File: src/rtl/cl_adder_pkg.sv
// Shared definitions for the adder FIFO master: default parameter values,
// TX/RX state encodings and the nibble-sum helper used to predict results.
package cl_adder_pkg;

    localparam int DEFAULT_DATA_WIDTH      = 32;
    localparam int DEFAULT_MAX_OUTSTANDING = 4;
    localparam int DEFAULT_TIMEOUT_CYCLES  = 1024;

    typedef enum logic {
        TX_IDLE  = 1'b0,
        TX_WRITE = 1'b1
    } tx_state_e;

    typedef enum logic {
        RX_IDLE = 1'b0,
        RX_HOLD = 1'b1
    } rx_state_e;

    // The adder answers every word with the sum of its two low nibbles.
    function automatic logic [4:0] nibble_sum(input logic [7:0] b);
        return {1'b0, b[3:0]} + {1'b0, b[7:4]};
    endfunction

endpackage

File: src/rtl/cl_adder_fifo_master_if.sv
// Bus bundle between the adder FIFO master and its environment: host command
// port, adder input FIFO write side, adder output FIFO read side (FWFT) and
// host result port.
//
// Handshakes: cmd and res transfer exactly on a rising clock edge where valid
// and ready are both high; valid, once raised, holds its data stable until
// that edge. req_wr writes req_dout only when req_full is low; rsp_rd pops
// rsp_din (already presented by the FWFT FIFO) only when rsp_empty is low.
interface cl_adder_fifo_master_if
    import cl_adder_pkg::*;
#(
    parameter int DATA_WIDTH = DEFAULT_DATA_WIDTH
) ();

    logic                  cmd_valid;
    logic                  cmd_ready;
    logic [DATA_WIDTH-1:0] cmd_data;

    logic                  req_full;
    logic                  req_wr;
    logic [DATA_WIDTH-1:0] req_dout;

    logic                  rsp_empty;
    logic                  rsp_rd;
    logic [DATA_WIDTH-1:0] rsp_din;

    logic                  res_valid;
    logic                  res_ready;
    logic [DATA_WIDTH-1:0] res_data;

    modport master (
        input  cmd_valid, cmd_data,
        output cmd_ready,
        input  req_full,
        output req_wr, req_dout,
        input  rsp_empty, rsp_din,
        output rsp_rd,
        output res_valid, res_data,
        input  res_ready
    );

    modport slave (
        output cmd_valid, cmd_data,
        input  cmd_ready,
        output req_full,
        input  req_wr, req_dout,
        output rsp_empty, rsp_din,
        input  rsp_rd,
        input  res_valid, res_data,
        output res_ready
    );

endinterface

File: src/rtl/cl_adder_expect_fifo.sv
// Small synchronous FIFO holding predicted adder results in send order.
// Head is visible combinationally; a pop and a push may share a cycle even
// when full.
module cl_adder_expect_fifo #(
    parameter int WIDTH = 32,
    parameter int DEPTH = 4
) (
    input  logic             clock,
    input  logic             reset,
    input  logic             push_i,
    input  logic [WIDTH-1:0] push_data_i,
    input  logic             pop_i,
    output logic [WIDTH-1:0] head_o,
    output logic             empty_o
);

    localparam int PW = (DEPTH > 1) ? $clog2(DEPTH) : 1;
    localparam int CW = $clog2(DEPTH + 1);

    logic [WIDTH-1:0] mem_q [DEPTH];
    logic [PW-1:0]    rd_ptr_q, rd_ptr_d;
    logic [PW-1:0]    wr_ptr_q, wr_ptr_d;
    logic [CW-1:0]    count_q, count_d;
    logic             full;
    logic             do_push;
    logic             do_pop;

    function automatic logic [PW-1:0] bump(input logic [PW-1:0] p);
        return (p == PW'(DEPTH - 1)) ? '0 : p + PW'(1);
    endfunction

    assign empty_o = (count_q == '0);
    assign full    = (count_q == CW'(DEPTH));
    assign do_pop  = pop_i && !empty_o;
    assign do_push = push_i && (!full || do_pop);
    assign head_o  = mem_q[rd_ptr_q];

    // Pointer and occupancy next-state.
    always_comb begin
        rd_ptr_d = rd_ptr_q;
        wr_ptr_d = wr_ptr_q;
        count_d  = count_q;
        if (do_push) wr_ptr_d = bump(wr_ptr_q);
        if (do_pop)  rd_ptr_d = bump(rd_ptr_q);
        if (do_push && !do_pop)      count_d = count_q + CW'(1);
        else if (!do_push && do_pop) count_d = count_q - CW'(1);
    end

    // Pointer and occupancy registers.
    always_ff @(posedge clock) begin
        if (reset) begin
            rd_ptr_q <= '0;
            wr_ptr_q <= '0;
            count_q  <= '0;
        end else begin
            rd_ptr_q <= rd_ptr_d;
            wr_ptr_q <= wr_ptr_d;
            count_q  <= count_d;
        end
    end

    // Storage; contents are don't-care until written.
    always_ff @(posedge clock) begin
        if (do_push) mem_q[wr_ptr_q] <= push_data_i;
    end

endmodule

File: src/rtl/cl_adder_fifo_master.sv
// Adder FIFO master: takes host operand words, writes them one at a time into
// the adder input FIFO, pops answers from the adder output FIFO and hands them
// back to the host. Tracks in-flight requests, flags a stuck adder (sticky
// timeout_err) and, when built with ADDER_RESULT_CHECK_EN, checks every answer
// against the predicted nibble sum (sticky mismatch_err).
module cl_adder_fifo_master
    import cl_adder_pkg::*;
#(
    parameter int DATA_WIDTH      = DEFAULT_DATA_WIDTH,
    parameter int MAX_OUTSTANDING = DEFAULT_MAX_OUTSTANDING,
    parameter int TIMEOUT_CYCLES  = DEFAULT_TIMEOUT_CYCLES
) (
    input  logic                          clock,
    input  logic                          reset,
    cl_adder_fifo_master_if.master        bus,
    output logic [3:0]                    outstanding,
    output logic                          timeout_err,
    output logic                          mismatch_err,
    output tx_state_e                     tx_state_o,
    output rx_state_e                     rx_state_o
);

    localparam logic [3:0] MAX_OUT = 4'(MAX_OUTSTANDING);
    localparam int         TW      = $clog2(TIMEOUT_CYCLES + 1);
    localparam logic [TW-1:0] TMAX = TW'(TIMEOUT_CYCLES);

    tx_state_e             tx_state_q, tx_state_d;
    rx_state_e             rx_state_q, rx_state_d;
    logic [DATA_WIDTH-1:0] tx_word_q, tx_word_d;
    logic [DATA_WIDTH-1:0] res_data_q, res_data_d;
    logic [3:0]            out_q, out_d;
    logic [TW-1:0]         timer_q, timer_d;
    logic                  timeout_q, timeout_d;
    logic                  mismatch_q, mismatch_d;
    logic                  cmd_ready;
    logic                  req_wr;
    logic                  rsp_rd;
    logic                  res_valid;
    logic                  check_fail;

    // TX: accept one word into the holding register, then write it out once
    // the adder FIFO has room.
    always_comb begin
        tx_state_d = tx_state_q;
        tx_word_d  = tx_word_q;
        cmd_ready  = 1'b0;
        req_wr     = 1'b0;
        case (tx_state_q)
            TX_IDLE: begin
                cmd_ready = !reset && (out_q < MAX_OUT);
                if (bus.cmd_valid && cmd_ready) begin
                    tx_word_d  = bus.cmd_data;
                    tx_state_d = TX_WRITE;
                end
            end
            TX_WRITE: begin
                req_wr = !reset && !bus.req_full;
                if (req_wr) tx_state_d = TX_IDLE;
            end
            default: tx_state_d = TX_IDLE;
        endcase
    end

    // RX: pop one answer, hold it on the result port until the host takes it.
    always_comb begin
        rx_state_d = rx_state_q;
        res_data_d = res_data_q;
        rsp_rd     = 1'b0;
        res_valid  = 1'b0;
        case (rx_state_q)
            RX_IDLE: begin
                rsp_rd = !reset && !bus.rsp_empty;
                if (rsp_rd) begin
                    res_data_d = bus.rsp_din;
                    rx_state_d = RX_HOLD;
                end
            end
            RX_HOLD: begin
                res_valid = !reset;
                if (bus.res_ready) rx_state_d = RX_IDLE;
            end
            default: rx_state_d = RX_IDLE;
        endcase
    end

`ifdef ADDER_RESULT_CHECK_EN
    logic [DATA_WIDTH-1:0] exp_word;
    logic [DATA_WIDTH-1:0] exp_head;
    logic                  exp_empty;

    assign exp_word = DATA_WIDTH'(nibble_sum(tx_word_q[7:0]));

    cl_adder_expect_fifo #(
        .WIDTH (DATA_WIDTH),
        .DEPTH (MAX_OUTSTANDING)
    ) u_expect_fifo (
        .clock       (clock),
        .reset       (reset),
        .push_i      (req_wr),
        .push_data_i (exp_word),
        .pop_i       (rsp_rd),
        .head_o      (exp_head),
        .empty_o     (exp_empty)
    );

    // An answer with nothing expected counts as a mismatch too.
    assign check_fail = rsp_rd && (exp_empty || (exp_head != bus.rsp_din));
`else
    assign check_fail = 1'b0;
`endif

    // In-flight count, response watchdog and sticky error flags.
    always_comb begin
        out_d      = out_q;
        timer_d    = timer_q;
        timeout_d  = timeout_q;
        mismatch_d = mismatch_q | check_fail;
        if (req_wr && !rsp_rd) begin
            if (out_q < MAX_OUT) out_d = out_q + 4'd1;
        end else if (rsp_rd && !req_wr) begin
            if (out_q != 4'd0) out_d = out_q - 4'd1;
        end
        if ((out_q == 4'd0) || rsp_rd) begin
            timer_d = '0;
        end else if (timer_q != TMAX) begin
            timer_d = timer_q + TW'(1);
        end
        if (timer_d == TMAX) timeout_d = 1'b1;
    end

    // All state registers.
    always_ff @(posedge clock) begin
        if (reset) begin
            tx_state_q <= TX_IDLE;
            rx_state_q <= RX_IDLE;
            tx_word_q  <= '0;
            res_data_q <= '0;
            out_q      <= '0;
            timer_q    <= '0;
            timeout_q  <= 1'b0;
            mismatch_q <= 1'b0;
        end else begin
            tx_state_q <= tx_state_d;
            rx_state_q <= rx_state_d;
            tx_word_q  <= tx_word_d;
            res_data_q <= res_data_d;
            out_q      <= out_d;
            timer_q    <= timer_d;
            timeout_q  <= timeout_d;
            mismatch_q <= mismatch_d;
        end
    end

    assign bus.cmd_ready = cmd_ready;
    assign bus.req_wr    = req_wr;
    assign bus.req_dout  = tx_word_q;
    assign bus.rsp_rd    = rsp_rd;
    assign bus.res_valid = res_valid;
    assign bus.res_data  = res_data_q;
    assign outstanding   = out_q;
    assign timeout_err   = timeout_q;
    assign mismatch_err  = mismatch_q;
    assign tx_state_o    = tx_state_q;
    assign rx_state_o    = rx_state_q;

endmodule

File: src/flat_wrapper.sv
// flat-port wrapper written by rule: the top's interface ports become plain ports
module cl_adder_fifo_master_flat import cl_adder_pkg::*;
#(
    parameter int DATA_WIDTH      = DEFAULT_DATA_WIDTH,
    parameter int MAX_OUTSTANDING = DEFAULT_MAX_OUTSTANDING,
    parameter int TIMEOUT_CYCLES  = DEFAULT_TIMEOUT_CYCLES
)
  (clock, reset, outstanding, timeout_err, mismatch_err, tx_state_o, rx_state_o, bus_cmd_valid, bus_cmd_data, bus_cmd_ready, bus_req_full, bus_req_wr, bus_req_dout, bus_rsp_empty, bus_rsp_din, bus_rsp_rd, bus_res_valid, bus_res_data, bus_res_ready);
  cl_adder_fifo_master_if #(.DATA_WIDTH(DATA_WIDTH)) bus_i ();
  input  logic clock;
  input  logic reset;
  output logic [3:0] outstanding;
  output logic timeout_err;
  output logic mismatch_err;
  output tx_state_e tx_state_o;
  output rx_state_e rx_state_o;
  input wire logic [$bits(bus_i.cmd_valid)-1:0] bus_cmd_valid;
  input wire logic [$bits(bus_i.cmd_data)-1:0] bus_cmd_data;
  output wire logic [$bits(bus_i.cmd_ready)-1:0] bus_cmd_ready;
  input wire logic [$bits(bus_i.req_full)-1:0] bus_req_full;
  output wire logic [$bits(bus_i.req_wr)-1:0] bus_req_wr;
  output wire logic [$bits(bus_i.req_dout)-1:0] bus_req_dout;
  input wire logic [$bits(bus_i.rsp_empty)-1:0] bus_rsp_empty;
  input wire logic [$bits(bus_i.rsp_din)-1:0] bus_rsp_din;
  output wire logic [$bits(bus_i.rsp_rd)-1:0] bus_rsp_rd;
  output wire logic [$bits(bus_i.res_valid)-1:0] bus_res_valid;
  output wire logic [$bits(bus_i.res_data)-1:0] bus_res_data;
  input wire logic [$bits(bus_i.res_ready)-1:0] bus_res_ready;
  assign bus_i.cmd_valid = bus_cmd_valid;
  assign bus_i.cmd_data = bus_cmd_data;
  assign bus_cmd_ready = bus_i.cmd_ready;
  assign bus_i.req_full = bus_req_full;
  assign bus_req_wr = bus_i.req_wr;
  assign bus_req_dout = bus_i.req_dout;
  assign bus_i.rsp_empty = bus_rsp_empty;
  assign bus_i.rsp_din = bus_rsp_din;
  assign bus_rsp_rd = bus_i.rsp_rd;
  assign bus_res_valid = bus_i.res_valid;
  assign bus_res_data = bus_i.res_data;
  assign bus_i.res_ready = bus_res_ready;
  cl_adder_fifo_master #(.DATA_WIDTH(DATA_WIDTH), .MAX_OUTSTANDING(MAX_OUTSTANDING), .TIMEOUT_CYCLES(TIMEOUT_CYCLES)) u_core (.clock(clock), .reset(reset), .bus(bus_i), .outstanding(outstanding), .timeout_err(timeout_err), .mismatch_err(mismatch_err), .tx_state_o(tx_state_o), .rx_state_o(rx_state_o));
endmodule
File: config.mk
export PLATFORM = sky130hd
export DESIGN_NAME = cl_adder_fifo_master_flat
export DESIGN_NICKNAME = d
export VERILOG_FILES = /design/src/rtl/cl_adder_pkg.sv /design/src/rtl/cl_adder_fifo_master_if.sv /design/src/rtl/cl_adder_expect_fifo.sv /design/src/rtl/cl_adder_fifo_master.sv /design/src/flat_wrapper.sv
export SDC_FILE = /design/constraint.sdc
export NUM_CORES = 1
export LEC_CHECK = 0
export CAP_MARGIN = 25
export CORE_ASPECT_RATIO = 0.8
export CORE_UTILIZATION = 41
export DETAILED_ROUTE_END_ITERATION = 6
export GPL_TIMING_DRIVEN = 0
export PLACE_DENSITY = 0.85
export REMOVE_ABC_BUFFERS = 1
export SLEW_MARGIN = 10
export SYNTH_ARGS = -nofsm -noshare
export SYNTH_HDL_FRONTEND = slang
export SYNTH_HIERARCHICAL = 1
export SYNTH_SLANG_ARGS = --single-unit
export TNS_END_PERCENT = 100
File: constraint.sdc
create_clock -name clock -period 2.9 [get_ports clock]
set_clock_uncertainty 0.15 [all_clocks]
set_input_delay 0.435 -clock clock [delete_from_list [all_inputs] [get_ports clock]]
set_output_delay 0.435 -clock clock [all_outputs]
set_load 0.02 [all_outputs]
==> impl_metrics.ini, run 1 <==
[synthesis]
synth_cells = 402
ys_seq_elements = 82
ys_warn_count = 6
ys_seq_area_frac = 0.507
avgSynthCellArea_um2 = 8.06
synth-async-reset-ratio = 0
synthesis.area_um2 = 3240
ys.flop_type = dfxtp_1
yosys.area.top_type_share = 0.507
synth_top_cell_by_area = dfxtp_1
synth_edf_count = 0
ys_types = 45
ys_top_cells_by_area = dfxtp_1, nand2_1, a21oi_1

[clock_tree]
cts.sinks = 82
postCtsSetupBuffers = 0
cts_inserted_buffers = 9
cts_resized = 0
clock_path_buffers = 2
cts_max_level = 3
clk_latency_ns = 0.34
cts_hold_buf = 0
cts-root-buf = clkbuf_8
clk_pin_slew_worst_paths_ns = 0.08
tritoncts = done

[power]
swShare = 0.260
seqPwrFrac = 0.436
switchingPower_mw = 0.738
p_per_area_nw_per_um2 = 565
total_leakage_power_nw = 1.83
ir_worst_vdd_mv = 0.357
p_comb_frac = 0.199
p_int_mw = 2.10
pwr-share-clk = 0.365

[global_routing]
grt_use_total = 0.199
grt_pass1_vias = 2894
busiest_layer = met2
met1_usage = 0.227
use_met3 = 0.0715
antenna_found_initial = 0
grt_max_degree = 77
grt_overflow = 0
grt_pass1_wl_mm = 12.9
met2_usage = 0.352

[sta]
fin_crit_ns = 2.73
finalSetupViolCount = 0
setup_ws_ns = 0.175
hold_viol_final = 0
max_slew_margin = 0.449
slew_viol_final = 0
tightestPinTransition_ns = 0.826
max_freq_ghz = 0.367
post-route-period-util = 0.940
rsz0062_at_grt = no

[drt]
drt_iter0_markers = 85
drc_errors = 0
vias = 3093
dr.pass1.iters = 4
postRouteAntennaNets = 0
vias_per_cell = 4.79
wl_per_cell_um = 13.3
wl_mm = 8.61

[floorplanning]
die_w_um = 101
dieArea_um2 = 8270
coreArea_um2 = 7530
die_y_um = 81.5
start_util = 0.430
rows = 28
io_pins = 146

[cells_and_area]
drive_above_1_share = 0.0610
areaGrowthSynthToFinish_pct = 54.9
multi_input_area_um2 = 1460
layout_commonest_cell = clkdlybuf4s50_1
n_antenna_cell = 0
final_area_um2 = 5020
most-common-layout-cells = clkdlybuf4s50_1, nand2_1, dfxtp_1
ff_latch_area_um2 = 1640
num-nets-final = 612
n_fill_cell = 600

[setup_path]
crit_required_ns = 3.02
worst_setup_path_start_kind = input port
path_max_fanout = 4
worstPathArrival_ns = 2.84
worstSetupPathType = input port to flop
cp-end-kind = flop

[run]
cap_violations = 0

[place]
dp_slack_ns = -0.228
io_buffers = 144
placed_cell_area_um2 = 4730
gp_congestion = 0.814
hpwlAfterDp_mm = 6.12

[min_path]
hold_path.class = flop to flop

[run_status]
outcome = completed
flip-flops by register name (all words and copies together) (netlist names):
signal and cells:
u_core/bus.req_dout 32, u_core/bus.res_data 32, u_core/timer_q 11, u_core/outstanding 4, u_core/rx_state_o 1, u_core/timeout_err 1, u_core/tx_state_o 1
power groups by stage:
stage	registers, mW	clock network (mW)	logic (mW)
floorplan	1.34	0	0.178
global placement	1.26	0	0.544
detailed placement	1.26	0	0.556
CTS	1.24	1.07	0.559
global route	1.24	1.10	0.608
finish	1.24	1.04	0.565
kinds of logic after synthesis:
| family | Yosys count | synth area share |
|---|---|---|
| muxes | 4 | 0.0131 |
| other | 1 | 0.00116 |
| adders and majority gates | 6 | 0.0255 |
| AOI/OAI and AO/OA | 84 | 0.143 |
| DFF | 82 | 0.507 |
| xor gates and xnor gates | 11 | 0.0297 |
| and+or+nand+nor | 180 | 0.239 |
| buffers and inverters | 34 | 0.0425 |
cell type report:
class | instances | area share
Sequential cell | 82 | 0.327
Timing Repair Buffer | 147 | 0.296
Multi-Input combinational cell | 286 | 0.292
Clock buffer | 11 | 0.0302
Tap cell | 105 | 0.0262
Clock inverter | 5 | 0.0217
Inverter | 10 | 0.00748
critical path, cell delays in order:
cell and delay [ns]:
clkdlybuf4s50_1 0.45, or3_1 0.37, ha_1 0.29, inv_1 0.14, ha_1 0.25, a21o_1 0.18, a21oi_1 0.17, xnor2_1 0.10
or3_1 0.32, a21oi_1 0.14
cells in the mapped netlist, types with 2 or more instances:
library cell,number
nand3_1,3
nor3b_1,2
nand2_1,135
a21oi_1,69
o21ai_0,3
inv_1,10
mux2i_1,2
or2_2,2
clkbuf_1,18
ha_1,5
o21ai_1,2
xor2_1,3
buf_2,5
xnor2_1,8
nor3_2,3
or3_1,2
dfxtp_1,82
nor2_1,21
layer usage:
layer	routed length, µm	share of wire	vias to the layer above
met5	0	0	-
li1	-	-	1577
met1	3760	0.44	1407
met3	625	0.073	8
met4	60	0.0070	0
met2	4160	0.48	101
path summary, 6_finish.rpt:
check | slack, ns | startpoint | to | depth (start not counted)
worst min-delay path | 0.30 | u_core/bus.res_data[12] | u_core/bus.res_data[12] | 2
worst min register to register | 0.30 | u_core/bus.res_data[12] | u_core/bus.res_data[12] | 2
worst max register to register | 0.30 | u_core/rx_state_o | u_core/outstanding[3] | 9
worst max-delay path | 0.17 | bus_rsp_empty | u_core/outstanding[3] | 10
stage by stage:
| step | total power, mW | hold WS, ns | utilization | TNS (ns) | std cells |
|---|---|---|---|---|---|
| 6_report | 2.84 | 0.305 | 0.666 | 0 | 646 |
| 5_1_grt | 2.95 | 0.327 | 0.666 | 0 | 646 |
| 3_5_place_dp | 1.82 | 0.296 | 0.628 | -0.228 | 628 |
| 4_1_cts | 2.86 | 0.307 | 0.662 | 0 | 644 |
| 2_1_floorplan | 1.52 | 0.345 | - | -0.00630 | 378 |
| 3_3_place_gp | 1.80 | 0.291 | 0.626 | -87.01 | 627 |
(Power assumes the default switching activity.)
==> inputs of run 2 (changes only) <==
--- a/config.mk
+++ b/config.mk
@@ -5,6 +5,7 @@
 export SDC_FILE = /design/constraint.sdc
 export NUM_CORES = 1
 export LEC_CHECK = 0
+export ABC_CLOCK_PERIOD_IN_PS = 2900
 export CAP_MARGIN = 25
 export CORE_ASPECT_RATIO = 0.8
 export CORE_UTILIZATION = 41
@@ -12,6 +13,7 @@
 export GPL_TIMING_DRIVEN = 0
 export PLACE_DENSITY = 0.85
 export REMOVE_ABC_BUFFERS = 1
+export SKIP_CTS_REPAIR_TIMING = 1
 export SLEW_MARGIN = 10
 export SYNTH_ARGS = -nofsm -noshare
 export SYNTH_HDL_FRONTEND = slang
==> results of run 2 <==
Final layout, timing and power as in run 1 (identical DEF).
